[src/rtl/vga_frame_monitor_if.sv]
// Video tap bus between a VGA source and vga_frame_monitor.
// master drives the connector-side signals and err_clr; slave (the monitor) returns status.
interface vga_frame_monitor_if #(
    parameter int unsigned BIT = 10
);
    logic           h_sync;
    logic           v_sync;
    logic [2:0]     rgb_in;
    logic           err_clr;
    logic           locked;
    logic           pixel_valid;
    logic [BIT-1:0] x_pos;
    logic [BIT-1:0] y_pos;
    logic           frame_done;
    logic [15:0]    frame_crc;
    logic [7:0]     frame_count;
    logic           err_line;
    logic           err_frame;

    modport master (
        output h_sync, v_sync, rgb_in, err_clr,
        input  locked, pixel_valid, x_pos, y_pos, frame_done,
        input  frame_crc, frame_count, err_line, err_frame
    );

    modport slave (
        input  h_sync, v_sync, rgb_in, err_clr,
        output locked, pixel_valid, x_pos, y_pos, frame_done,
        output frame_crc, frame_count, err_line, err_frame
    );
endinterface

[src/rtl/vga_frame_monitor.sv]
// VGA receive-side monitor: recovers pixel coordinates from h_sync/v_sync,
// verifies line/frame periods, locks to the stream and signs each frame.
// Optional macro VGA_MON_PULSE_CHECK_EN adds sync pulse-width checks on trailing edges.
module vga_frame_monitor #(
    parameter int unsigned BIT             = 10,
    parameter int unsigned HRES            = 640,
    parameter int unsigned H_SYNC          = 96,
    parameter int unsigned H_BACK_PORCH    = 48,
    parameter int unsigned H_TOTAL         = 800,
    parameter int unsigned VRES            = 480,
    parameter int unsigned V_SYNC          = 2,
    parameter int unsigned V_BACK_PORCH    = 33,
    parameter int unsigned V_TOTAL         = 525,
    parameter int unsigned SYNC_ACTIVE_LOW = 1
) (
    input  logic                 clk,
    input  logic                 reset,
    vga_frame_monitor_if.slave   bus
);
    localparam logic [BIT-1:0] H_START = BIT'(H_SYNC + H_BACK_PORCH);
    localparam logic [BIT-1:0] H_END   = BIT'(H_SYNC + H_BACK_PORCH + HRES);
    localparam logic [BIT-1:0] V_START = BIT'(V_SYNC + V_BACK_PORCH);
    localparam logic [BIT-1:0] V_END   = BIT'(V_SYNC + V_BACK_PORCH + VRES);
    localparam logic [BIT-1:0] H_LAST  = BIT'(H_TOTAL - 1);
    localparam logic [BIT-1:0] V_LAST  = BIT'(V_TOTAL - 1);

    typedef enum logic [1:0] {SEARCH, SYNCING, LOCKED} state_t;

    state_t         state, state_next;
    logic           hs_q, vs_q;
    logic [BIT-1:0] h_cnt, v_cnt;
    logic [15:0]    crc;

    logic           hs_c, vs_c, h_lead_c, v_lead_c;
    logic [BIT-1:0] h_next_c, v_next_c;
    logic           line_bad_c, frame_bad_c, active_c;
    logic           set_line_c, set_frame_c, done_c;
    logic [15:0]    crc_next_c;

    // Normalise sync polarity, find edges, compute post-edge counters and checks.
    always_comb begin
        hs_c        = (SYNC_ACTIVE_LOW != 0) ? ~bus.h_sync : bus.h_sync;
        vs_c        = (SYNC_ACTIVE_LOW != 0) ? ~bus.v_sync : bus.v_sync;
        h_lead_c    = hs_c & ~hs_q;
        v_lead_c    = vs_c & ~vs_q;
        h_next_c    = h_lead_c ? '0 : h_cnt + BIT'(1);
        v_next_c    = v_lead_c ? '0 : (h_lead_c ? v_cnt + BIT'(1) : v_cnt);
        line_bad_c  = h_lead_c && (h_cnt != H_LAST);
        frame_bad_c = v_lead_c && (v_cnt != V_LAST);
`ifdef VGA_MON_PULSE_CHECK_EN
        if (~hs_c && hs_q && (h_next_c != BIT'(H_SYNC))) line_bad_c  = 1'b1;
        if (~vs_c && vs_q && (v_next_c != BIT'(V_SYNC))) frame_bad_c = 1'b1;
`endif
        active_c    = (h_next_c >= H_START) && (h_next_c < H_END) &&
                      (v_next_c >= V_START) && (v_next_c < V_END);
        crc_next_c  = {crc[14:0], 1'b0} ^ (crc[15] ? 16'h1021 : 16'h0000) ^ {13'b0, bus.rgb_in};
    end

    // State register.
    always_ff @(posedge clk) begin
        if (reset) state <= SEARCH;
        else       state <= state_next;
    end

    // Lock FSM: any failed check outside SEARCH flags and drops back to SEARCH.
    always_comb begin
        state_next  = state;
        set_line_c  = 1'b0;
        set_frame_c = 1'b0;
        done_c      = 1'b0;
        case (state)
            SEARCH: begin
                if (v_lead_c) state_next = SYNCING;
            end
            SYNCING, LOCKED: begin
                if (line_bad_c || frame_bad_c) begin
                    state_next  = SEARCH;
                    set_line_c  = line_bad_c;
                    set_frame_c = frame_bad_c;
                end else if (v_lead_c) begin
                    state_next = LOCKED;
                    done_c     = (state == LOCKED);
                end
            end
            default: state_next = SEARCH;
        endcase
    end

    // Counters, signature, coordinates and sticky status.
    always_ff @(posedge clk) begin
        if (reset) begin
            hs_q            <= 1'b0;
            vs_q            <= 1'b0;
            h_cnt           <= '0;
            v_cnt           <= '0;
            crc             <= 16'hFFFF;
            bus.locked      <= 1'b0;
            bus.pixel_valid <= 1'b0;
            bus.x_pos       <= '0;
            bus.y_pos       <= '0;
            bus.frame_done  <= 1'b0;
            bus.frame_crc   <= '0;
            bus.frame_count <= '0;
            bus.err_line    <= 1'b0;
            bus.err_frame   <= 1'b0;
        end else begin
            hs_q            <= hs_c;
            vs_q            <= vs_c;
            h_cnt           <= h_next_c;
            v_cnt           <= v_next_c;
            bus.locked      <= (state_next == LOCKED);
            bus.pixel_valid <= active_c;
            bus.x_pos       <= active_c ? h_next_c - H_START : '0;
            bus.y_pos       <= active_c ? v_next_c - V_START : '0;
            bus.frame_done  <= done_c;
            if (v_lead_c)      crc <= 16'hFFFF;
            else if (active_c) crc <= crc_next_c;
            if (done_c) begin
                bus.frame_crc   <= crc;
                bus.frame_count <= bus.frame_count + 8'd1;
            end
            if (set_line_c)       bus.err_line <= 1'b1;
            else if (bus.err_clr) bus.err_line <= 1'b0;
            if (set_frame_c)      bus.err_frame <= 1'b1;
            else if (bus.err_clr) bus.err_frame <= 1'b0;
        end
    end
endmodule
[src/flat_wrapper.sv]
// flat-port wrapper written by rule: the top's interface ports become plain ports
module vga_frame_monitor_flat 
#(
    parameter int unsigned BIT             = 10,
    parameter int unsigned HRES            = 640,
    parameter int unsigned H_SYNC          = 96,
    parameter int unsigned H_BACK_PORCH    = 48,
    parameter int unsigned H_TOTAL         = 800,
    parameter int unsigned VRES            = 480,
    parameter int unsigned V_SYNC          = 2,
    parameter int unsigned V_BACK_PORCH    = 33,
    parameter int unsigned V_TOTAL         = 525,
    parameter int unsigned SYNC_ACTIVE_LOW = 1
)
  (clk, reset, bus_h_sync, bus_v_sync, bus_rgb_in, bus_err_clr, bus_locked, bus_pixel_valid, bus_x_pos, bus_y_pos, bus_frame_done, bus_frame_crc, bus_frame_count, bus_err_line, bus_err_frame);
  vga_frame_monitor_if #(.BIT(BIT)) bus_i ();
  input  logic clk;
  input  logic reset;
  input wire logic [$bits(bus_i.h_sync)-1:0] bus_h_sync;
  input wire logic [$bits(bus_i.v_sync)-1:0] bus_v_sync;
  input wire logic [$bits(bus_i.rgb_in)-1:0] bus_rgb_in;
  input wire logic [$bits(bus_i.err_clr)-1:0] bus_err_clr;
  output wire logic [$bits(bus_i.locked)-1:0] bus_locked;
  output wire logic [$bits(bus_i.pixel_valid)-1:0] bus_pixel_valid;
  output wire logic [$bits(bus_i.x_pos)-1:0] bus_x_pos;
  output wire logic [$bits(bus_i.y_pos)-1:0] bus_y_pos;
  output wire logic [$bits(bus_i.frame_done)-1:0] bus_frame_done;
  output wire logic [$bits(bus_i.frame_crc)-1:0] bus_frame_crc;
  output wire logic [$bits(bus_i.frame_count)-1:0] bus_frame_count;
  output wire logic [$bits(bus_i.err_line)-1:0] bus_err_line;
  output wire logic [$bits(bus_i.err_frame)-1:0] bus_err_frame;
  assign bus_i.h_sync = bus_h_sync;
  assign bus_i.v_sync = bus_v_sync;
  assign bus_i.rgb_in = bus_rgb_in;
  assign bus_i.err_clr = bus_err_clr;
  assign bus_locked = bus_i.locked;
  assign bus_pixel_valid = bus_i.pixel_valid;
  assign bus_x_pos = bus_i.x_pos;
  assign bus_y_pos = bus_i.y_pos;
  assign bus_frame_done = bus_i.frame_done;
  assign bus_frame_crc = bus_i.frame_crc;
  assign bus_frame_count = bus_i.frame_count;
  assign bus_err_line = bus_i.err_line;
  assign bus_err_frame = bus_i.err_frame;
  vga_frame_monitor #(.BIT(BIT), .HRES(HRES), .H_SYNC(H_SYNC), .H_BACK_PORCH(H_BACK_PORCH), .H_TOTAL(H_TOTAL), .VRES(VRES), .V_SYNC(V_SYNC), .V_BACK_PORCH(V_BACK_PORCH), .V_TOTAL(V_TOTAL), .SYNC_ACTIVE_LOW(SYNC_ACTIVE_LOW)) u_core (.clk(clk), .reset(reset), .bus(bus_i));
endmodule
[config.mk]
export PLATFORM = sky130hd
export DESIGN_NAME = vga_frame_monitor_flat
export DESIGN_NICKNAME = d
export VERILOG_FILES = /design/src/rtl/vga_frame_monitor_if.sv /design/src/rtl/vga_frame_monitor.sv /design/src/flat_wrapper.sv
export SDC_FILE = /design/constraint.sdc
export NUM_CORES = 1
export LEC_CHECK = 0
export ABC_AREA = 1
export CAP_MARGIN = 25
export CORE_MARGIN = 1.5
export CORE_UTILIZATION = 46
export CTS_CLUSTER_DIAMETER = 100
export DETAILED_ROUTE_END_ITERATION = 10
export GPL_ROUTABILITY_DRIVEN = 1
export HOLD_SLACK_MARGIN = 0.02
export PLACE_DENSITY = 0.75
export SYNTH_ARGS = -nofsm -noshare
export SYNTH_HDL_FRONTEND = slang
export SYNTH_SLANG_ARGS = --single-unit
[constraint.sdc]
create_clock -name clk -period 7.8 [get_ports clk]
set_input_delay 2.34 -clock clk [delete_from_list [all_inputs] [get_ports clk]]
set_output_delay 2.34 -clock clk [all_outputs]
set_load 0.01 [all_outputs]
# Yosys cells after proc, flatten, opt, wreduce, memory -nomap -nowiden
# Index checks and enable logic that the tools add are counted.
# classes
n_reduce_logical	12
n_lt_le_gt_ge	4
eq_ne	5
mux	18
n_bitwise	9
add_sub_neg	5
# ops
op	count
10-bit two-way mux	3
10-bit by 1-bit adder with 10-bit output (second input constant)	2
10-bit < comparator (second input constant)	2
10-bit != test (second input constant)	2
16-bit bitwise XOR	1
16-bit by 3-bit bitwise XOR with 16-bit output	1
13-bit two-way mux	1
10-bit by 6-bit greater-or-equal comparator with 1-bit output (second input constant)	1
10-bit by 8-bit greater-or-equal comparator with 1-bit output (second input constant)	1
1-bit two-way mux	10
10-bit by 6-bit subtractor with 10-bit output (second input constant)	1
10-bit by 8-bit subtractor with 10-bit output (second input constant)	1
8-bit by 1-bit adder with 8-bit output (second input constant)	1
2-bit two-way mux	3
2-bit OR reduction	3
1-bit logical AND	5
1-bit inverter	5
2-bit == test (second input constant)	2
2-bit one-hot mux with 2 select lines	1
2-bit nonzero test	2
1-bit bitwise AND	2
2-bit by 1-bit == test with 1-bit output (second input constant)	1
2-bit logical NOT	1
1-bit logical OR	1
# word_totals
ff_bits	89
inputBits	8
output_inout_bits	49

# Longest topological paths before layout
# depth
word_depth	9
depth_mapped	19

# Least setup slack after synthesis
# No wires, ideal clock.
# synth_path
kind	input port to flip-flop
startpoint	in bus_v_sync
endpoint	reg u_core.bus.x_pos[2]
path_buffers	2
path_slack_ns	3.549
required_time_ns	7.683
cell_stages	16
arrival_ns	4.134
path_cell_list	or2_1 -> buf_4 -> nand3_1 -> inv_1 -> ha_1 -> inv_1 -> nand2_1 -> inv_1 -> nand3_2 -> nand2_2 -> nand3_2 -> nor2_4 -> nor2_8 -> nand3_4 -> buf_8 -> nor2_4
# synth_between
elab_chain_cells	8
# synth_rtl
element	line	source
start, declared	flat_wrapper.sv:20	input wire logic [$bits(bus_i.v_sync)-1:0] bus_v_sync;
1-bit inverter (*)	vga_frame_monitor.sv:43	vs_c = (SYNC_ACTIVE_LOW != 0) ? ~bus.v_sync : bus.v_sync;
1-bit bitwise AND (*)	vga_frame_monitor.sv:45	v_lead_c = vs_c & ~vs_q;
10-bit two-way mux (*)	vga_frame_monitor.sv:47	v_next_c = v_lead_c ? '0 : (h_lead_c ? v_cnt + BIT'(1) : v_cnt);
named net u_core.v_next_c[0]	vga_frame_monitor.sv:35	logic [BIT-1:0] h_next_c, v_next_c;
10-bit by 6-bit greater-or-equal comparator with 1-bit output	vga_frame_monitor.sv:55	(v_next_c >= V_START) && (v_next_c < V_END);
1-bit logical AND	vga_frame_monitor.sv:54	active_c = (h_next_c >= H_START) && (h_next_c < H_END) &&
1-bit logical AND (*)	vga_frame_monitor.sv:55	
1-bit inverter (no source line) (*)	-	
2-bit OR reduction (no source line) (*)	-	
end signal, assigned	vga_frame_monitor.sv:113	bus.x_pos <= active_c ? h_next_c - H_START : '0;
end, declared	vga_frame_monitor_if.sv:28	output locked, pixel_valid, x_pos, y_pos, frame_done,
# The timed path passes the listed nets; every way through them passes the cells marked *.
# A chain may end at the register's enable or synchronous reset.

# Worst setup path in the final report
# layout_path
startpoint	in bus_h_sync
endpoint	reg u_core.bus.y_pos[9]
# layout_between
elab_chain_cells	9
# layout_rtl
element	line	source
start, declared	flat_wrapper.sv:19	input wire logic [$bits(bus_i.h_sync)-1:0] bus_h_sync;
1-bit inverter (*)	vga_frame_monitor.sv:42	hs_c = (SYNC_ACTIVE_LOW != 0) ? ~bus.h_sync : bus.h_sync;
1-bit bitwise AND (*)	vga_frame_monitor.sv:44	h_lead_c = hs_c & ~hs_q;
10-bit two-way mux (*)	vga_frame_monitor.sv:46	h_next_c = h_lead_c ? '0 : h_cnt + BIT'(1);
named net u_core.h_next_c[4]	vga_frame_monitor.sv:35	
10-bit by 8-bit greater-or-equal comparator with 1-bit output or 10-bit < comparator (tied branches)	vga_frame_monitor.sv:54	
1-bit logical AND (*) (2 in a row)	vga_frame_monitor.sv:54	
1-bit logical AND (*)	vga_frame_monitor.sv:55	
1-bit inverter (no source line) (*)	-	
2-bit OR reduction (no source line) (*)	-	
end signal, assigned	vga_frame_monitor.sv:114	bus.y_pos <= active_c ? v_next_c - V_START : '0;
end, declared	vga_frame_monitor_if.sv:28	
# Marked as above.

==> results.md <==
* Status: completed
* Sequential Area at between 1500 and 2000 um^2
* Max Freq at approximately 0.19 GHz
* Post-synth net total at between 500 and 600
* I/O pins at between 50 and 60
* WHS Path Cells at 2
* Congestion Overflow GR at 0
* Unrepaired setup endpoints after global routing: no
* Routed Antenna Nets at 0
* Initial Util at between 40% and 50%
* Row cnt at 35
* Final Hold Vio Count at 0
* Leading cell type in the layout, fill and taps excluded: nand2_1
* Worst reg2reg endpoint: u_core.bus.y_pos[9]
* Skew final at roughly 14 ps
* Max-cap violations at 0
* Worst Hold Class: reg -> reg
* H-tree Lvls at 3
* Via count at about 3600
* Yosys warning total at 0
* Avg WL per Cell at 11.9 um
* Clock tree buffer depth at 2
* Initial antenna violation count at 0
* Die area at 9960 um^2
* Pins Over Slew Limit at 0
* Hold EP: u_core.bus.err_line
* R2R setup slack at approximately 4800 ps
* Most frequent cells in the layout: nand2_1, dfxtp_1, nor2_1, nand3_1, inv_1
* Post-CTS Hold Buffers at 0
* Diodes inserted at 0
* Root buf cell: clkbuf_8
* CTS buffer count at 9
* I/O Buffers at between 50 and 60
* Worst R2R Start: u_core.h_cnt[1]
* CTS tree: yes
* CTS sink count at 89
* RePlAce Congestion at 0.823
* Slew headroom at between 30% and 40%
* WP data required at 8080 ps
* DRT Wirelength at 8530 um
* Startpoint Class: input port
* Final setup fails at 0
* Core area at around 9200 um^2
* Total GRT Usage at between 10% and 20%
* PnR Total Power at approximately 850 uW
* Seq cells post-synth at around 90
* Crit path max fanout at 21
* Number of fill cells in the layout at ~850
* 1st-iter DRT viols at 135
* Hold_sp: u_core.bus.err_line
* Via density at 4.96
* R2R cell count at 14
* Clock slew at reported path FFs at 90 ps
* Hpwl dp at 6150 um
* Vias in the first global route at between 3000 and 4000
* Worst-Margin Slew at between 1000 and 1500 ps
* Register area share after synthesis at 41.3%
* Layout cells sized above 1 at 13.0%
* Mapped Avg Cell Area at 7.78 um^2
* Power Density at roughly 170 nW/um^2
* Post-synthesis instance total at ~550
* Crit. End Element: flop
* First-pass GRT wire length at approximately 15000 um
* Drt pass-1 iters at 5
* VDD IR max at approximately 0.084 mV
* Post-layout min period at 5170 ps
* Layout area overhead at 18.6%
* Die height at ~100 um
* Critical Path AT at roughly 5500 ps
* Final Cycle Share at between 60% and 70%
* Worst-skew pair later-pin latency at 360 ps
* Residual DRC at 0
* Synth unique cells at 38
* Multi-input logic area at about 2100 um^2
* Post-Syn Area at about 4300 um^2
* Worst hold slack at roughly 480 ps
* Static Leak at around 0.0023 uW
* CP Class: in -> reg
* NumNets Final at 621
* Largest net degree at the start of global routing at 32
* Die X at between 90 and 100 um
* Setup bufs post-CTS at 0
* Post_cts resized at 0
* Post-Route Setup TNS at 0 ps
==> where the power goes <==
group | leakage [uW] | switching [uW] | internal [uW] | total, uW
sequential | 0.000719 | 3.81 | 459 | 462
clock | 0.0000979 | 164 | 180 | 343
combinational | 0.00146 | 30.0 | 16.0 | 46.0
total | 0.00228 | 197 | 654 | 852
==> kinds of logic after synthesis <==
group	Yosys count	share of synthesized area, %
buffers and inverters	87	8.80
xor gates and xnor gates	16	3.25
AOI/OAI and AO/OA	45	6.47
adders and majority gates	10	2.90
and+or+nand+nor	307	37.2
DFF	89	41.3
==> worst max-delay path: stages <==
cell and delay [ps]:
clkdlybuf4s50_1 560, inv_2 40, nand2_1 360, nand3_1 260
inv_1 180, ha_1 180, nand3_1 70, nor2_1 120
nand3_1 90, nand3_2 110, a21oi_4 80, nor2_8 220
nand3_4 530, nor2_1 280
==> through the flow <==
| stage | utilization (%) | worst slack, ps | cell area (um^2) | cells |
|---|---|---|---|---|
| floorplan | - | 3550 | 4310 | 554 |
| global placement | 53.5 | 2430 | 4900 | 703 |
| detailed placement | 53.5 | 2290 | 4900 | 703 |
| CTS | 55.9 | 2650 | 5110 | 718 |
| global route | 55.9 | 2330 | 5110 | 718 |
| finish | 55.9 | 2630 | 5110 | 718 |
==> how the worst max path moves through the flow <==
stage / from / to / slack, ps / cells past startpoint
after detailed placement: bus_v_sync / u_core.bus.y_pos[9] / 2290 / 15
after global placement: bus_v_sync / u_core.bus.y_pos[9] / 2430 / 15
final: bus_h_sync / u_core.bus.y_pos[9] / 2630 / 14
after global routing: bus_h_sync / u_core.bus.y_pos[9] / 2330 / 14
after CTS: bus_h_sync / u_core.bus.y_pos[9] / 2650 / 14
after floorplan: bus_v_sync / u_core.bus.x_pos[2] / 3550 / 16
==> synthesized netlist by cell type, drive strengths merged <==
library cell	number	area [um^2]
nand4	10	62.6
dfxtp	89	1780
xnor2	5	43.8
inv	67	251
or2	1	6.26
a211oi	1	7.51
clkbuf	8	30.0
nand3b	1	7.51
o21ai	24	120
o21bai	2	30.0
and2	1	6.26
a31oi	2	12.5
nor2	107	613
a21o	1	7.51
a21oi	15	101
xor2	11	96.3
nand2	109	434
nor3	6	35.0
nand3	72	440
ha	10	125
buf	12	97.6
==> per-layer routing <==
layer	share of wire, %	track usage [%]	up-vias
met3	4.1	4.04	23
met5	0	0	-
met2	49	31.4	78
met1	45	21.7	1615
li1	-	-	1844
met4	2.2	7.80	0
==> registers in the layout (all words and copies together), names as in the netlist, 2 cells and up <==
name,flops
u_core.v_cnt,10
u_core.state,2
u_core.crc,16
u_core.h_cnt,10
u_core.bus.frame_count,8
u_core.bus.y_pos,10
u_core.bus.frame_crc,16
u_core.bus.x_pos,10
==> final cells by class <==
cell class,instances,area share [%]
Clock buffer,9,2.42
Clock inverter,6,1.79
Inverter,67,4.92
Timing Repair Buffer,58,11.3
Sequential cell,89,34.9
Tap cell,111,2.72
Multi-Input combinational cell,378,42.0
No activity file was read; power rests on OpenSTA's default activity.
==> RTL change, RTL diff (same settings) <==
`BIT` is set to 10 in 3 places; all go to 11.
--- a/src/rtl/vga_frame_monitor_if.sv
+++ b/src/rtl/vga_frame_monitor_if.sv
@@ -1,7 +1,7 @@
 // Video tap bus between a VGA source and vga_frame_monitor.
 // master drives the connector-side signals and err_clr; slave (the monitor) returns status.
 interface vga_frame_monitor_if #(
-    parameter int unsigned BIT = 10
+    parameter int unsigned BIT = 11
 );
     logic           h_sync;
     logic           v_sync;
--- a/src/rtl/vga_frame_monitor.sv
+++ b/src/rtl/vga_frame_monitor.sv
@@ -2,7 +2,7 @@
 // verifies line/frame periods, locks to the stream and signs each frame.
 // Optional macro VGA_MON_PULSE_CHECK_EN adds sync pulse-width checks on trailing edges.
 module vga_frame_monitor #(
-    parameter int unsigned BIT             = 10,
+    parameter int unsigned BIT             = 11,
     parameter int unsigned HRES            = 640,
     parameter int unsigned H_SYNC          = 96,
     parameter int unsigned H_BACK_PORCH    = 48,
--- a/src/flat_wrapper.sv
+++ b/src/flat_wrapper.sv
@@ -1,7 +1,7 @@
 // flat-port wrapper written by rule: the top's interface ports become plain ports
 module vga_frame_monitor_flat 
 #(
-    parameter int unsigned BIT             = 10,
+    parameter int unsigned BIT             = 11,
     parameter int unsigned HRES            = 640,
     parameter int unsigned H_SYNC          = 96,
     parameter int unsigned H_BACK_PORCH    = 48,
Ports: changed (resized bus_x_pos and bus_y_pos); port bits go from 57 to 59. The function was not compared with the original's and may differ.
==> RTL change against the original RTL <==
  * Combinational power increased by 7.6%
  * Worst setup slack got worse by 0.28 ns
  * Worst hold slack improved by 0.0041 ns
  * Die area increased by 2.3%
  * Highest routed layer unchanged
  * Critical path depth decreased by 5
  * Design area increased by 2.3%
  * Critical endpoint is now u_core.bus.frame_count[2]
  * Routed wire length increased by 8.8%
  * Sequential cell count increased by 4
  * Synthesized cell count increased by 1.4%
  * Maximum frequency decreased by 5.1%
  * Synthesized area increased by 2.4%
  * Power about the same
==> RTL change: results (changes against the original RTL) <==
routing:
  wl_met2_mm: 4.63  # was 4.18 mm
  routed-via-count: 3699  # was 3560
  maxUsedRoutingLayer: "met4"  # unchanged
  post_drt_wl_per_cell_um: 12.4  # was 11.9 µm
  drt-met1-wl_mm: 4.12  # was 3.82 mm
  detail_route.first_pass.iterations: 4  # was 5
  routed-wl-met3_um: 349  # was 348 µm
  first_iteration_detailed_routing_drc_count: 152  # was 135
place:
  hpwl_reported_at_the_end_of_detailed_placement_mm: 6.76  # was 6.15 mm
  port-buffer-count: 58  # was 56
  postPlaceCellArea_mm2: 0.00503  # was 0.00490 mm²
  numPlacedInstances: 729  # was 703
  placement.setup.worst_slack_ns: 1.94  # was 2.29 ns
  globalplace.congestion: 0.889  # was 0.823
global_routing:
  use_met2_pct: 34.4  # was 31.4%
  track_usage_pct: 19.4  # was 18.2%
  met3_usage_pct: 4.51  # was 4.04%
  grt_max_degree: 36  # was 32
  grt_first_pass_wirelength_mm: 15.8  # was 14.6 mm
  gr-usage-met1_pct: 22.8  # was 21.7%
  grt_pass1_vias: 3578  # was 3321
  antenna_found_initial: 0  # unchanged
setup_path:
  critical_path_peak_fanout: 23  # was 21
  critPathArrivalTime_ns: 5.71  # was 5.45 ns
clock_tree:
  cts_buffers: 9  # unchanged
  cts_buffer_depth: 2  # unchanged
  clock_latency_ns: 0.38  # was 0.36 ns
  worst_setup_hold_path_clk_slew_ns: 0.10
yosys:
  synth.top_cells.by_area: "dfxtp_1 (42%), nand2_1 (7.6%), nor2_1 (7.6%), inv_1 (5.4%), nand3_1 (5.1%)"  # was dfxtp_1 (41%), nand2_1 (8.8%), nand3_1 (7.2%), nor2_1 (6.8%), nor2_4 (6.5%)
  asyncSetResetFlopFracSynth_pct: 0  # unchanged
  postSynthNetCount: 580  # was 572
  synth.distinct_cells: 36  # was 38
  synth_area_per_cell_um2: 7.85  # was 7.78 µm²
  seq_area_frac_synth_pct: 42.2  # was 41.3%
  synth_commonest_cells: "dfxtp_1 (93), nand2_1 (89), nor2_1 (89)"  # was nand2_1 (101), dfxtp_1 (89), nor2_1 (78)
finish:
  final_instance_count_without_filler_cells: 746  # was 718
  top_regs: "u_core.bus.frame_crc (16), u_core.crc (16)"  # unchanged
  num-nets-final: 630  # was 621
  drive_gt1_share_pct: 11.8  # was 13.0%
timing:
  setup_violations: 0  # unchanged
  timing.final.ws_setup_ns: 2.36  # was 2.63 ns
  finalClockSkew_ns: 0.0204  # was 0.0141 ns
  tightestPinTransition_ns: 0.853  # was 1.00 ns
outcome:
  run_status: "complete, no violations"  # unchanged
power:
  cellLeakagePower_uw: 0.00225  # was 0.00228 µW
  peakVddDrop_mv: 0.115  # was 0.0842 mV
-- RTL change: changes by cell type in the layout (fill, tap and decap cells not counted), sizes merged, moves of 3 or more --
cell	before	now
o21bai	2	5
a21oi	15	8
nand2	109	94
dfxtp	89	93
nand3	72	56
nand4	10	31
or2	1	4
nor2	107	121
-- RTL change: report_power, final --
group,switching [µW],leakage [µW],internal (µW),total (µW)
Combinational,31.5,0.00140,18.0,49.5
Sequential,3.44,0.000751,479,483
Clock,194,0.0000946,126,320
Total,229,0.00225,624,852
-- RTL change: logic make-up after synthesis --
| family | Yosys count | synth area share [%] |
|---|---|---|
| adder cells (fa/ha/maj) | 10 | 2.83 |
| AO/OA/AOI/OAI | 38 | 4.79 |
| buffers and inverters | 87 | 8.73 |
| AND/OR/NAND/NOR | 314 | 37.5 |
| XOR/XNOR | 20 | 3.97 |
| flip-flops | 93 | 42.2 |
-- RTL change: critical path: stages --
cell             delay (ns)
clkdlybuf4s50_1        0.51
or2_1                  0.59
inv_1                  0.22
o21ai_0                0.23
nand4_1                0.75
inv_1                  0.79
nand3_1                0.14
nand2_1                0.10
nor2_1                 0.05
-- RTL change: worst paths after layout --
check | start | cells after the start | slack, ns | end
setup / recovery | bus_v_sync | 9 | 2.36 | u_core.bus.frame_count[2]
hold / removal | u_core.bus.err_frame | 2 | 0.48 | u_core.bus.err_frame
setup reg to reg | u_core.vs_q | 8 | 4.56 | u_core.bus.frame_count[2]
hold reg to reg | u_core.bus.err_frame | 2 | 0.48 | u_core.bus.err_frame
-- RTL change: area by class of cell --
cell class	count	area, µm²	area share, %
multi-input cells	382	2170	41.4
flip-flops and latches	93	1860	35.6
repair buffers	60	596	11.4
inverters	66	248	4.74
well taps	129	161	3.09
clock buffers	9	124	2.37
clock inverters	7	73.8	1.41
